**src/rtl/mem_bus_arbiter.sv**
```systemverilog
// Shares one single-port memory bus between fetch (IF) and load/store (MEM); one transaction outstanding.
// Define ARB_STARVE_GUARD_EN to bound how many times in a row IF can lose to MEM.
module mem_bus_arbiter #(
  parameter int unsigned STARVE_MAX = 4
) (
  input  logic        clk,
  input  logic        rst_n,
  input  logic        if_req_i,
  input  logic [31:0] if_addr_i,
  output logic        if_gnt_o,
  output logic        if_rvalid_o,
  output logic [31:0] if_rdata_o,
  input  logic        mem_req_i,
  input  logic        mem_we_i,
  input  logic [31:0] mem_addr_i,
  input  logic [31:0] mem_wdata_i,
  input  logic [3:0]  mem_be_i,
  output logic        mem_gnt_o,
  output logic        mem_rvalid_o,
  output logic [31:0] mem_rdata_o,
  input  logic        fnb_flush_i,
  output logic        bus_req_o,
  output logic        bus_we_o,
  output logic [31:0] bus_addr_o,
  output logic [31:0] bus_wdata_o,
  output logic [3:0]  bus_be_o,
  input  logic        bus_gnt_i,
  input  logic        bus_rvalid_i,
  input  logic [31:0] bus_rdata_i,
  output logic        arb_if_stall_o,
  output logic        arb_mem_stall_o
);
  localparam int unsigned AW = 32;
  localparam int unsigned DW = 32;
  localparam int unsigned BW = 4;
  localparam int unsigned SW = 4;

  typedef enum logic [1:0] {ST_IDLE, ST_REQ, ST_WAIT} state_e;
  typedef enum logic [1:0] {OWN_NONE, OWN_IF, OWN_MEM} owner_e;

  if (STARVE_MAX < 1 || STARVE_MAX > 15) begin : g_bad_starve_max
    $error("STARVE_MAX must be in 1..15");
  end

  state_e          state_q, state_d;
  owner_e          owner_q, owner_d;
  logic            discard_q, discard_d;
  logic            bus_req_q, bus_req_d;
  logic            bus_we_q, bus_we_d;
  logic [AW-1:0]   bus_addr_q, bus_addr_d;
  logic [DW-1:0]   bus_wdata_q, bus_wdata_d;
  logic [BW-1:0]   bus_be_q, bus_be_d;
  logic            force_if_c;

`ifdef ARB_STARVE_GUARD_EN
  logic [SW-1:0]   starve_q, starve_d;

  // Consecutive IDLE decisions that IF requested but lost to MEM.
  assign force_if_c = if_req_i && (starve_q == SW'(STARVE_MAX));

  always_comb begin
    starve_d = starve_q;
    if (state_q == ST_IDLE) begin
      if (if_req_i && mem_req_i && !force_if_c) starve_d = starve_q + SW'(1);
      else                                     starve_d = '0;
    end
  end

  always_ff @(posedge clk) begin
    if (!rst_n) starve_q <= '0;
    else        starve_q <= starve_d;
  end
`else
  assign force_if_c = 1'b0;
`endif

  always_ff @(posedge clk) begin
    if (!rst_n) begin
      state_q     <= ST_IDLE;
      owner_q     <= OWN_NONE;
      discard_q   <= 1'b0;
      bus_req_q   <= 1'b0;
      bus_we_q    <= 1'b0;
      bus_addr_q  <= '0;
      bus_wdata_q <= '0;
      bus_be_q    <= '0;
    end else begin
      state_q     <= state_d;
      owner_q     <= owner_d;
      discard_q   <= discard_d;
      bus_req_q   <= bus_req_d;
      bus_we_q    <= bus_we_d;
      bus_addr_q  <= bus_addr_d;
      bus_wdata_q <= bus_wdata_d;
      bus_be_q    <= bus_be_d;
    end
  end

  always_comb begin
    state_d      = state_q;
    owner_d      = owner_q;
    discard_d    = discard_q;
    bus_we_d     = bus_we_q;
    bus_addr_d   = bus_addr_q;
    bus_wdata_d  = bus_wdata_q;
    bus_be_d     = bus_be_q;
    if_gnt_o     = 1'b0;
    if_rvalid_o  = 1'b0;
    if_rdata_o   = '0;
    mem_gnt_o    = 1'b0;
    mem_rvalid_o = 1'b0;
    mem_rdata_o  = '0;
    unique case (state_q)
      ST_IDLE: begin
        if (mem_req_i && !force_if_c) begin
          bus_we_d    = mem_we_i;
          bus_addr_d  = mem_addr_i;
          bus_wdata_d = mem_wdata_i;
          bus_be_d    = mem_be_i;
          owner_d     = OWN_MEM;
          state_d     = ST_REQ;
        end else if (if_req_i) begin
          bus_we_d    = 1'b0;
          bus_addr_d  = if_addr_i;
          bus_wdata_d = '0;
          bus_be_d    = '1;
          owner_d     = OWN_IF;
          state_d     = ST_REQ;
        end
      end
      ST_REQ: begin
        if (owner_q == OWN_IF)  if_gnt_o  = bus_gnt_i;
        if (owner_q == OWN_MEM) mem_gnt_o = bus_gnt_i;
        // A flushed fetch already accepted by the bus must still drain its response.
        if (bus_gnt_i) begin
          state_d = ST_WAIT;
          if (owner_q == OWN_IF && fnb_flush_i) discard_d = 1'b1;
        end else if (owner_q == OWN_IF && fnb_flush_i) begin
          state_d = ST_IDLE;
          owner_d = OWN_NONE;
        end
      end
      ST_WAIT: begin
        if (bus_rvalid_i) begin
          if (owner_q == OWN_MEM) begin
            mem_rvalid_o = 1'b1;
            mem_rdata_o  = bus_rdata_i;
          end else if (owner_q == OWN_IF && !discard_q && !fnb_flush_i) begin
            if_rvalid_o = 1'b1;
            if_rdata_o  = bus_rdata_i;
          end
          state_d   = ST_IDLE;
          owner_d   = OWN_NONE;
          discard_d = 1'b0;
        end else if (owner_q == OWN_IF && fnb_flush_i) begin
          discard_d = 1'b1;
        end
      end
      default: begin
        state_d = ST_IDLE;
        owner_d = OWN_NONE;
      end
    endcase
  end

  assign bus_req_d       = (state_d == ST_REQ);
  assign bus_req_o       = bus_req_q;
  assign bus_we_o        = bus_we_q;
  assign bus_addr_o      = bus_addr_q;
  assign bus_wdata_o     = bus_wdata_q;
  assign bus_be_o        = bus_be_q;
  assign arb_if_stall_o  = if_req_i && !if_rvalid_o && !fnb_flush_i;
  assign arb_mem_stall_o = mem_req_i && !mem_rvalid_o;

endmodule
```
**config.mk**
```make
export PLATFORM = sky130hd
export DESIGN_NAME = mem_bus_arbiter
export DESIGN_NICKNAME = d
export VERILOG_FILES = /design/src/rtl/mem_bus_arbiter.sv
export SDC_FILE = /design/constraint.sdc
export NUM_CORES = 1
export LEC_CHECK = 0
export ABC_AREA = 1
export BUFFER_PORTS_ARGS = -buffer_cell sky130_fd_sc_hd__clkbuf_2
export CAP_MARGIN = 20
export CORE_MARGIN = 10
export CORE_UTILIZATION = 44
export CTS_BUF_LIST = sky130_fd_sc_hd__clkbuf_4
export CTS_CLUSTER_DIAMETER = 100
export CTS_CLUSTER_SIZE = 24
export DETAILED_ROUTE_END_ITERATION = 7
export GPL_TIMING_DRIVEN = 0
export PLACE_DENSITY = 0.89
export SLEW_MARGIN = 20
export SYNTH_ARGS = -nofsm -noshare
export SYNTH_HDL_FRONTEND = slang
export SYNTH_SLANG_ARGS = --single-unit
```
**constraint.sdc**
```tcl
create_clock -name clk -period 2.7 [get_ports clk]
set_input_delay 0.54 -clock clk [delete_from_list [all_inputs] [get_ports clk]]
set_output_delay 0.54 -clock clk [all_outputs]
set_load 0.05 [all_outputs]
```
# Yosys cells after proc, flatten, opt, wreduce, memory -nomap -nowiden
# Cells that the tools add are included.
[word_totals]
ff_bits = 75
out_inout_bits = 140
elab_cells = 76
[op_classes]
n_eq_ne = 10
n_mux = 42
n_reduce_logical = 16
[ops]
columns = ["operator", "count"]
rows = [
  ["$mux W32", 11],
  ["$mux W2", 10],
  ["$mux W1", 16],
  ["$pmux W2 S3", 2],
  ["$mux W4", 2],
  ["$ne A2 B2 Y1 const B", 4],
  ["$eq A2 B1 Y1 const B", 3],
  ["$logic_and A1 B1 Y1", 6],
  ["$eq A2 B2 Y1 const B", 2],
  ["$logic_not A1 Y1", 4],
  ["$reduce_and A2 Y1", 2],
  ["$reduce_and A4 Y1", 1],
  ["$reduce_bool A2 Y1", 2],
  ["$ne A3 B3 Y1 const B", 1],
  ["$logic_not A2 Y1", 1],
  ["$pmux W1 S2", 1],
]

# Depth between registers and ports, before layout
# Gate-level depths: netlist (run 1).
[logic_depth]
word_depth = 10
mapped_depth = 8

# Worst setup path after synthesis (run 1)
# Ideal clock, no wire load.
[synth_timing]
path_type = "register to output"
start = "reg state_q[1]"
end = "out if_rdata_o[0]"
arrival_ns = 2.129
required_ns = 2.160
slack_ns = 0.031
stages_incl_launch_ff = 8
n_path_buf = 1
path_cell_list = "dfxtp_1 -> inv_1 -> nor2_1 -> nand2_1 -> nor2_2 -> inv_2 -> buf_2 -> nor2_1"
[synth_between]
elab_chain_len = 2
[synth_lines]
columns = ["item", "line_no", "source"]
rows = [
  ["start, declared", "45", "state_e state_q, state_d;"],
  ["start signal, assigned", "88", "state_q <= state_d;"],
  ["$eq A2 B2 Y1", "113", "unique case (state_q)"],
  ["$mux W32", "113", ""],
  ["end, declared", "12", "output logic [31:0] if_rdata_o,"],
]
# No other way between the ends.

# Final worst setup path (run 1)
[layout_timing]
start = "reg state_q[1]"
end = "out mem_rdata_o[13]"
[layout_between]
elab_chain_len = 2
[layout_lines]
columns = ["item", "line_no", "source"]
rows = [
  ["$eq A2 B2 Y1", "113", ""],
  ["$mux W32", "113", ""],
  ["end, declared", "20", "output logic [31:0] mem_rdata_o,"],
]
# No other way between the ends.

==> out/results.txt, run 1 <==
outcome - completed
Post-Syn Area - 3470 um^2
Syn. warnings - 0
EDFF count, synth - 0
cell with the most instances after synthesis - nand2_1
grt ovf - 0
Final Hold Fails - 0
largest family of logic cells by synthesized area - simple AND/OR/NAND/NOR gates
top cells by area, synth - dfxtp_1 (43%), nand2_1 (12%), nand3_1 (9.7%), o211a_1 (9.2%), nor2_1 (9.1%)
ys async rst share - 0
CTS sink cnt - 75
placed cells - 878
number of fill cells - 701
die area - 11800 um^2
ys flop type - dfxtp_1
Post-Route Skew - 0.0138 ns
Core ar. - 7690 um^2
placed cell areas - 5000 um^2
dpl ws - 0.526 ns
Mapped Cells - 497
gp weighted congestion - 0.964
CTS H-tree depth - 3
Root Buffer - clkbuf_4
type of the worst setup path - flip-flop to output pin
Fmax - 0.397 GHz
Synth area leader - dfxtp_1
TritonCTS Buffers - 9
fin area - 5220 um^2
Yosys cell types - 17
Hold WS - 0.369 ns
Pwr per Cell Area - 556 nW/um^2
count of maximum capacitance violations - 0
Leak - 3.11 nW
clock latency on the worst-skew pair - 0.41 ns
CP Launch Type - flip-flop
initial antenna violation count - 1
post-synth top area share - 0.432
DRC - 0
antenna viol nets, final - 0
placement row count - 32
vias per cell - 5.10
Synth Area per Inst - 6.99 um^2
Compound-Gate Fraction of Synth Area - 0.161
Post-CTS Setup Inserts - 0
Worst slew margin - 0.595
post-synthesis xor/xnor area fraction - 0
slew at the pin closest to its max-slew limit - 0.606 ns
CTS Hold Bufs - 0
Nets - 927
#FFs+latches synth - 75
Synth Area in Simple Gates - 0.313
Critical Path End Type - output pin
largest buffer count on any clock path - 2
ratio of cells with drive above 1 in the final layout - 0.399
Clock transition at path regs - 0.13 ns
hpwl dp - 12.9 mm
Slew Viols, Final - 0
vias - 4562
mux contribution to synthesized area - 0
Post-Syn Nets - 637
final cell count without fillers - 895
Die Y - 109 um
drt wl/cell - 17.3 um
Total Routing Usage GR - 0.243
post-synthesis adder-cell area fraction - 0
Period Utilization, post-route - 0.932
Syn-to-layout area delta - 50.2%
worst vdd ir - 451 uV
area of the multi-input gates - 1650 um^2
die width - 109 um
largest net degree at the start of global routing - 14
DR pass1 iterations - 5
vias in the first global route - 4401
initial DRC count - 266
WL final - 15.4 mm
# port buffers - 279
critical path peak fanout - 10
Initial Util - 0.452
boundary pin count - 280
Setup TNS - 0 ns
Worst EP required - 2.16 ns
Reg area - 1500 um^2
worst hold path type - input pin to flip-flop
min cycle time layout - 2.52 ns
Final Worst Setup Slack - 0.184 ns
# resized after CTS - 0
Arr. time, crit path - 1.98 ns
top cells by count, synth - nand2_1 (109), nor2_1 (84), dfxtp_1 (75)
first-pass GRT wire length - 22.7 mm
sequential fraction of the synthesis area - 0.432
Setup-failing EPs final - 0
CTS tree - yes
[state kept, by name, summed over array words and instances, names as in the netlist]
name,flops
bus_addr_o,32
bus_wdata_o,32
bus_be_o,4
owner_q,2
state_q,2
bus_req_o,1
bus_we_o,1
discard_q,1
[where the power goes]
group	internal, W	switching, W
clock network	0.000279	0.000412
logic	0.000265	0.000678
registers	0.00121	0.0000574
[kinds of logic (layout without fill, tap and decap cells)]
group / after synthesis / after routing
DFF: 75 / 75
buffers and inverters: 81 / 376
and+or+nand+nor: 263 / 263
AOI/OAI and AO/OA: 78 / 78
other: 0 / 1
[critical path, cell delays in order (launching register included)]
cell	delay (ns)
dfxtp_2	0.40
inv_1	0.08
nor2_1	0.12
nand2_1	0.13
nor2_2	0.16
inv_2	0.07
buf_2	0.18
nor2_1	0.12
buf_2	0.30
[routing by layer]
metal / global-route usage / vias up / routed length (um) / share of wire
li1: - / 2181 / - / -
met1: 0.246 / 2092 / 5450 / 0.35
met2: 0.445 / 251 / 7920 / 0.51
met3: 0.0726 / 38 / 1510 / 0.097
met4: 0.121 / 0 / 571 / 0.037
met5: 0 / - / 0 / 0
[path summary, 6_finish.rpt]
kind	start	end	slack [ns]	cells past startpoint
worst max-delay path	state_q[1]	mem_rdata_o[13]	0.18	8
worst min-delay path	mem_wdata_i[29]	bus_wdata_o[29]	0.37	3
worst max register to register	state_q[0]	bus_wdata_o[16]	1.03	4
worst min register to register	bus_wdata_o[0]	bus_wdata_o[0]	0.47	2
[cell type report]
| class | count | share of cell area |
|---|---|---|
| Tap cell | 102 | 0.0245 |
| Inverter | 45 | 0.0324 |
| Clock buffer | 9 | 0.0130 |
| Timing Repair Buffer | 279 | 0.283 |
| Clock inverter | 7 | 0.0130 |
| Antenna cell | 1 | 0.000480 |
| Sequential cell | 75 | 0.288 |
| Multi-Input combinational cell | 341 | 0.316 |
| Buffer | 36 | 0.0295 |
[layout by cell type (no fill, tap or decap)]
| master | count |
|---|---|
| a21oi_1 | 37 |
| clkinv_1 | 3 |
| o21a_1 | 2 |
| o21ai_0 | 5 |
| inv_1 | 40 |
| nor2_1 | 84 |
| nand3_1 | 67 |
| nand2_1 | 109 |
| o211a_1 | 32 |
| inv_2 | 3 |
| nor3_4 | 1 |
| buf_1 | 1 |
| bufinv_16 | 1 |
| dfxtp_2 | 1 |
| dfxtp_1 | 74 |
| diode_2 | 1 |
| o21bai_1 | 2 |
| clkinv_2 | 2 |
| clkbuf_1 | 20 |
| nor2_2 | 2 |
| clkinvlp_4 | 2 |
| clkbuf_2 | 231 |
| inv_6 | 1 |
| clkbuf_4 | 41 |
| buf_2 | 31 |
[stage by stage]
step                       util  total power, W
after floorplan               -         0.00193
after global placement    0.650         0.00221
after detailed placement  0.650         0.00223
after CTS                 0.668         0.00292
after global routing      0.679         0.00304
final                     0.679         0.00290
Power figures use the tool's default switching activity.
==> run 2, diff against run 1 <==
Settings changed: CORE_UTILIZATION 44 to 25, PLACE_DENSITY 0.89 to default.
==> run 2 against run 1 <==
- clock power grew 33%
- cell area grew 3.1%
- power grew 7.9%
- utilization shrank 29 points
- global-route usage shrank 8.7 points
- highest routed layer unchanged
- routed wire length grew 3.3%
- fmax shrank 1.5%
- cell count grew 8.7%
- combinational power grew 0.5%
- worst setup slack lost 0.039 ns
==> out/results.txt, run 2 (same netlist as run 1, synthesis figures left out) <==
dpl ws - 0.355 ns
Post-Route Skew - 0.00783 ns
clock latency on the worst-skew pair - 0.42 ns
CTS Hold Bufs - 0
DR pass1 iterations - 4
worst reg2reg setup slack - 0.95 ns
Setup TNS - 0 ns
worst hold path type - input pin to flip-flop
critical path peak fanout - 10
WL final - 16.0 mm
CTS tree - yes
outcome - completed
hpwl dp - 13.1 mm
Layout Utilization - 0.392
CTS sink cnt - 75
fin area - 5380 um^2
TritonCTS Buffers - 9
antenna viol nets, final - 0
Clock transition at path regs - 0.14 ns
initial DRC count - 200
most common cell after layout, fill and taps aside - clkbuf_2
Nets - 927
type of the worst setup path - flip-flop to output pin
vias - 4280
Initial Util - 0.253
# port buffers - 279
Critical Path End Type - output pin
number of fill cells - 1567
Die Y - 138 um
count of maximum capacitance violations - 0
ratio of cells with drive above 1 in the final layout - 0.403
Core ar. - 13700 um^2
placed cell areas - 5090 um^2
die area - 19000 um^2
Worst slew margin - 0.540
RSZ-0062 raised after global routing - true
slew at the pin closest to its max-slew limit - 0.688 ns
die width - 138 um
boundary pin count - 280
Root Buffer - clkbuf_4
largest buffer count on any clock path - 2
initial antenna violation count - 1
Leak - 3.15 nW
Total Routing Usage GR - 0.156
gp weighted congestion - 0.880
Worst EP required - 2.16 ns
placement row count - 43
Final Hold Fails - 0
Setup-failing EPs final - 0
Slew Viols, Final - 0
Pwr per Cell Area - 582 nW/um^2
Final Worst Setup Slack - 0.145 ns
worst vdd ir - 246 uV
total power - 0.00313 W
largest net degree at the start of global routing - 15
Fmax - 0.391 GHz
Period Utilization, post-route - 0.946
vias per cell - 4.40
first-pass GRT wire length - 23.0 mm
CP Launch Type - flip-flop
Arr. time, crit path - 2.01 ns
Syn-to-layout area delta - 54.8%
most frequent cells in the layout - clkbuf_2 (228), nand2_1 (108), nor2_1 (83), dfxtp_1 (74), nand3_1 (67)
CTS H-tree depth - 3
min cycle time layout - 2.55 ns
vias in the first global route - 4257
DRC - 0
drt wl/cell - 16.4 um
grt ovf - 0
==> run 2: power by group <==
part           switching (W)  internal, W  leakage [nW]
Sequential         0.0000538      0.00121         0.620
Combinational       0.000683     0.000266          2.43
Clock               0.000441     0.000476        0.0971
==> run 2: cell type report <==
cell class / instances / area (um^2) / share of cell area
Antenna cell: 1 / 2.50 / 0.000465
Buffer: 36 / 154 / 0.0286
Clock buffer: 9 / 67.6 / 0.0126
Clock inverter: 7 / 124 / 0.0230
Inverter: 45 / 169 / 0.0314
Multi-Input combinational cell: 341 / 1660 / 0.310
Sequential cell: 75 / 1500 / 0.279
Tap cell: 180 / 225 / 0.0419
Timing Repair Buffer: 279 / 1470 / 0.273
==> run 2: repair_timing <==
action / in CTS / in global routing
resized for setup: 9 / 75
cloned: 0 / 0
buffers inserted: 0 / 0
endpoints found under the setup margin: 30 / 60
==> run 2: worst paths after layout <==
check	endpoint	depth (start not counted)	start
min reg2reg	bus_wdata_o[5]	2	bus_wdata_o[5]
max reg2reg	bus_be_o[3]	4	state_q[0]
max	mem_rdata_o[1]	8	state_q[1]
min	bus_wdata_o[14]	3	mem_wdata_i[14]
==> run 2: stage by stage <==
step / instances / hold slack, ns
2_1_floorplan: 497 / 0.437
3_3_place_gp: 956 / 0.449
3_5_place_dp: 956 / 0.456
4_1_cts: 972 / 0.298
5_1_grt: 973 / 0.287
6_report: 973 / 0.345
==> run 2: worst max-delay path, stage by stage (launching register included) <==
cell	delay, ns
dfxtp_2	0.40
inv_1	0.07
nor2_1	0.15
nand2_2	0.13
nor2_4	0.15
inv_2	0.08
buf_2	0.18
nor2_1	0.18
buf_4	0.24
==> run 2: routing by layer <==
layer  share of wire  GRT usage  up-vias
met5               0          0        -
met4           0.011     0.0446        0
met3            0.11     0.0580       10
met2            0.49      0.269      180
met1            0.38      0.175     1909
li1                -          -     2181
==> run 3, diff against run 2 <==
Settings changed: ABC_AREA 1 to default.
==> run 3 against run 2 <==
- via count is 4.8% lower
- sequential power about the same
- clock skew is 0.018 ns higher
- cell count decreased by 8.6%
- clock power down 17%
- critical path type unchanged
- largest cell class unchanged
- largest power group unchanged
- highest routed layer unchanged
==> out/results.txt, run 3 <==
outcome - completed
placed cell areas - 5220 um^2
top cells by count, synth - dfxtp_1 (75), a21oi_1 (66), and2_1 (64)
crit path buf inv count - 3
post-synth top area share - 0.417
Worst slew margin - 0.602
n_diodes - 0
count of maximum capacitance violations - 0
Yosys cell types - 35
CP Cell Sequence - clkbuf_4 > nand3b_4 > nor2_4 > clkbuf_4 > and2_1 > clkbuf_2
CTS H-tree depth - 3
Synth Area per Inst - 8.70 um^2
die width - 140 um
ys async rst share - 0
type of the worst setup path - flip-flop to output pin
Nets - 844
most frequent CP cell - clkbuf_4
Final Hold Fails - 0
#FFs+latches synth - 75
Post-Syn Area - 3600 um^2
Max stage delay on crit path - 0.33 ns
Setup-failing EPs final - 0
largest net degree at the start of global routing - 16
most frequent cells in the layout - clkbuf_2 (236), dfxtp_1 (75), a21oi_1 (66), and2_1 (64), nand2_1 (36)
WP depth - 6
Reg2Reg Depth - 6
TritonCTS Buffers - 9
Worst EP required - 2.16 ns
vias in the first global route - 4417
Core ar. - 14000 um^2
first-pass GRT wire length - 24.1 mm
placed cells - 872
CTS tree - yes
initial DRC count - 173
Slowest-stage cell, CP - dfxtp_1
CP startpoint - state_q[0]
die area - 19600 um^2
Syn. warnings - 0
Clock transition at path regs - 0.16 ns
grt ovf - 0
clock latency on the worst-skew pair - 0.44 ns
fin area - 5480 um^2
antenna viol nets, final - 0
worst vdd ir - 213 uV
EDFF count, synth - 0
initial antenna violation count - 0
Die Y - 140 um
largest buffer count on any clock path - 2
critical path peak fanout - 10
Leak - 2.78 nW
Total Routing Usage GR - 0.151
hpwl dp - 13.1 mm
Synth area leader - dfxtp_1
Period Utilization, post-route - 0.949
final cell count without fillers - 889
ratio of cells with drive above 1 in the final layout - 0.465
placement row count - 43
Fmax - 0.390 GHz
Post-Syn Nets - 554
CP Launch Type - flip-flop
DRC - 0
slew at the pin closest to its max-slew limit - 0.596 ns
Root Buffer - clkbuf_4
Hold WS - 0.293 ns
top cells by area, synth - dfxtp_1 (42%), and2_1 (11%), a21oi_1 (9.2%), mux2i_1 (8.9%), a211oi_1 (6.7%)
Arr. time, crit path - 2.02 ns
sequential fraction of the synthesis area - 0.417
Pwr per Cell Area - 552 nW/um^2
vias per cell - 4.58
Mapped Cells - 414
boundary pin count - 280
# port buffers - 278
Critical Path End Type - output pin
Post-Route Skew - 0.0254 ns
vias - 4074
CTS sink cnt - 75
CP delay by family, top - buffers and inverters
gp weighted congestion - 0.865
cell with the most instances after synthesis - dfxtp_1
WL final - 15.8 mm
worst hold path type - input pin to flip-flop
capturing point of the worst reg2reg path - bus_addr_o[4]
end point of the critical path - mem_rdata_o[24]
ys flop type - dfxtp_1
most common cell after layout, fill and taps aside - clkbuf_2
min cycle time layout - 2.56 ns
DR pass1 iterations - 5
drt wl/cell - 17.8 um
Syn-to-layout area delta - 52.0%
Slew Viols, Final - 0
worst reg2reg setup slack - 1.09 ns
Initial Util - 0.257
reg-to-reg startpoint - state_q[1]
run 3: changes by cell type in the layout (fill, tap and decap cells not counted), moves of 17 or more:
cell	delta
nor2_1	-81
nand2_1	-72
nand3_1	-66
and2_1	+64
inv_1	-39
o21ai_1	+34
a211oi_1	+32
mux2i_1	+32
o211a_1	-31
a21oi_1	+29
buf_4	+17
run 3: repair_timing:
action,in CTS,in global routing
endpoints found under the setup margin,58,44
buffers inserted,1,0
pin swaps,1,0
hold buffers,0,0
resized for setup,4,92
run 3: layer usage:
metal | global-route usage | routed length, um
met1 | 0.163 | 6270
met2 | 0.271 | 8030
met3 | 0.0595 | 1360
met4 | 0.0321 | 142
met5 | 0 | 0
run 3: layout make-up:
class / instances / area, um^2
plain buffers: 40 / 223
clock buffers: 9 / 67.6
clock inverters: 7 / 86.3
fillers: 1519 / 8510
inverters: 2 / 7.51
multi-input cells: 297 / 1890
flip-flops and latches: 75 / 1500
well taps: 180 / 225
repair buffers: 279 / 1480
run 3: worst reg2reg max path: cells and delay by family (launching register included):
| family | cells | cell delay [ns] |
|---|---|---|
| flip-flops | 1 | 0.32 |
| AO/OA/AOI/OAI | 1 | 0.07 |
| AND/OR/NAND/NOR | 2 | 0.53 |
| buffers and inverters | 3 | 0.56 |
run 3: how the worst min path moves through the flow:
stage                     from               to  slack (ns)  cells past startpoint
2_1_floorplan       owner_q[1]       owner_q[1]        0.46                      2
3_3_place_gp   bus_wdata_o[19]  bus_wdata_o[19]        0.47                      2
3_5_place_dp   bus_wdata_o[19]  bus_wdata_o[19]        0.47                      2
4_1_cts        mem_wdata_i[21]  bus_wdata_o[21]        0.27                      3
5_1_grt        mem_wdata_i[29]  bus_wdata_o[29]        0.25                      3
6_report       mem_wdata_i[21]  bus_wdata_o[21]        0.29                      3
run 3: stage by stage:
step           total power, W  utilization  setup slack [ns]  TNS [ns]
2_1_floorplan         0.00197            -            0.0327         0
3_3_place_gp          0.00229        0.373             0.161         0
3_5_place_dp          0.00230        0.373             0.142         0
4_1_cts               0.00306        0.385            0.0294         0
5_1_grt               0.00319        0.391           -0.0163   -0.0163
6_report              0.00302        0.391             0.138         0
run 3: report_power, final:
part | internal, W | switching (W)
Sequential | 0.00121 | 0.0000541
Combinational | 0.000295 | 0.000701
Clock | 0.000299 | 0.000458
Total | 0.00181 | 0.00121
run 3: cell families after synthesis:
logic type	count (synthesis)	share of synthesized area
AO/OA/AOI/OAI	143	0.235
AND/OR/NAND/NOR	122	0.198
buffers and inverters	42	0.0612
flip-flops	75	0.417
multiplexers	32	0.0890
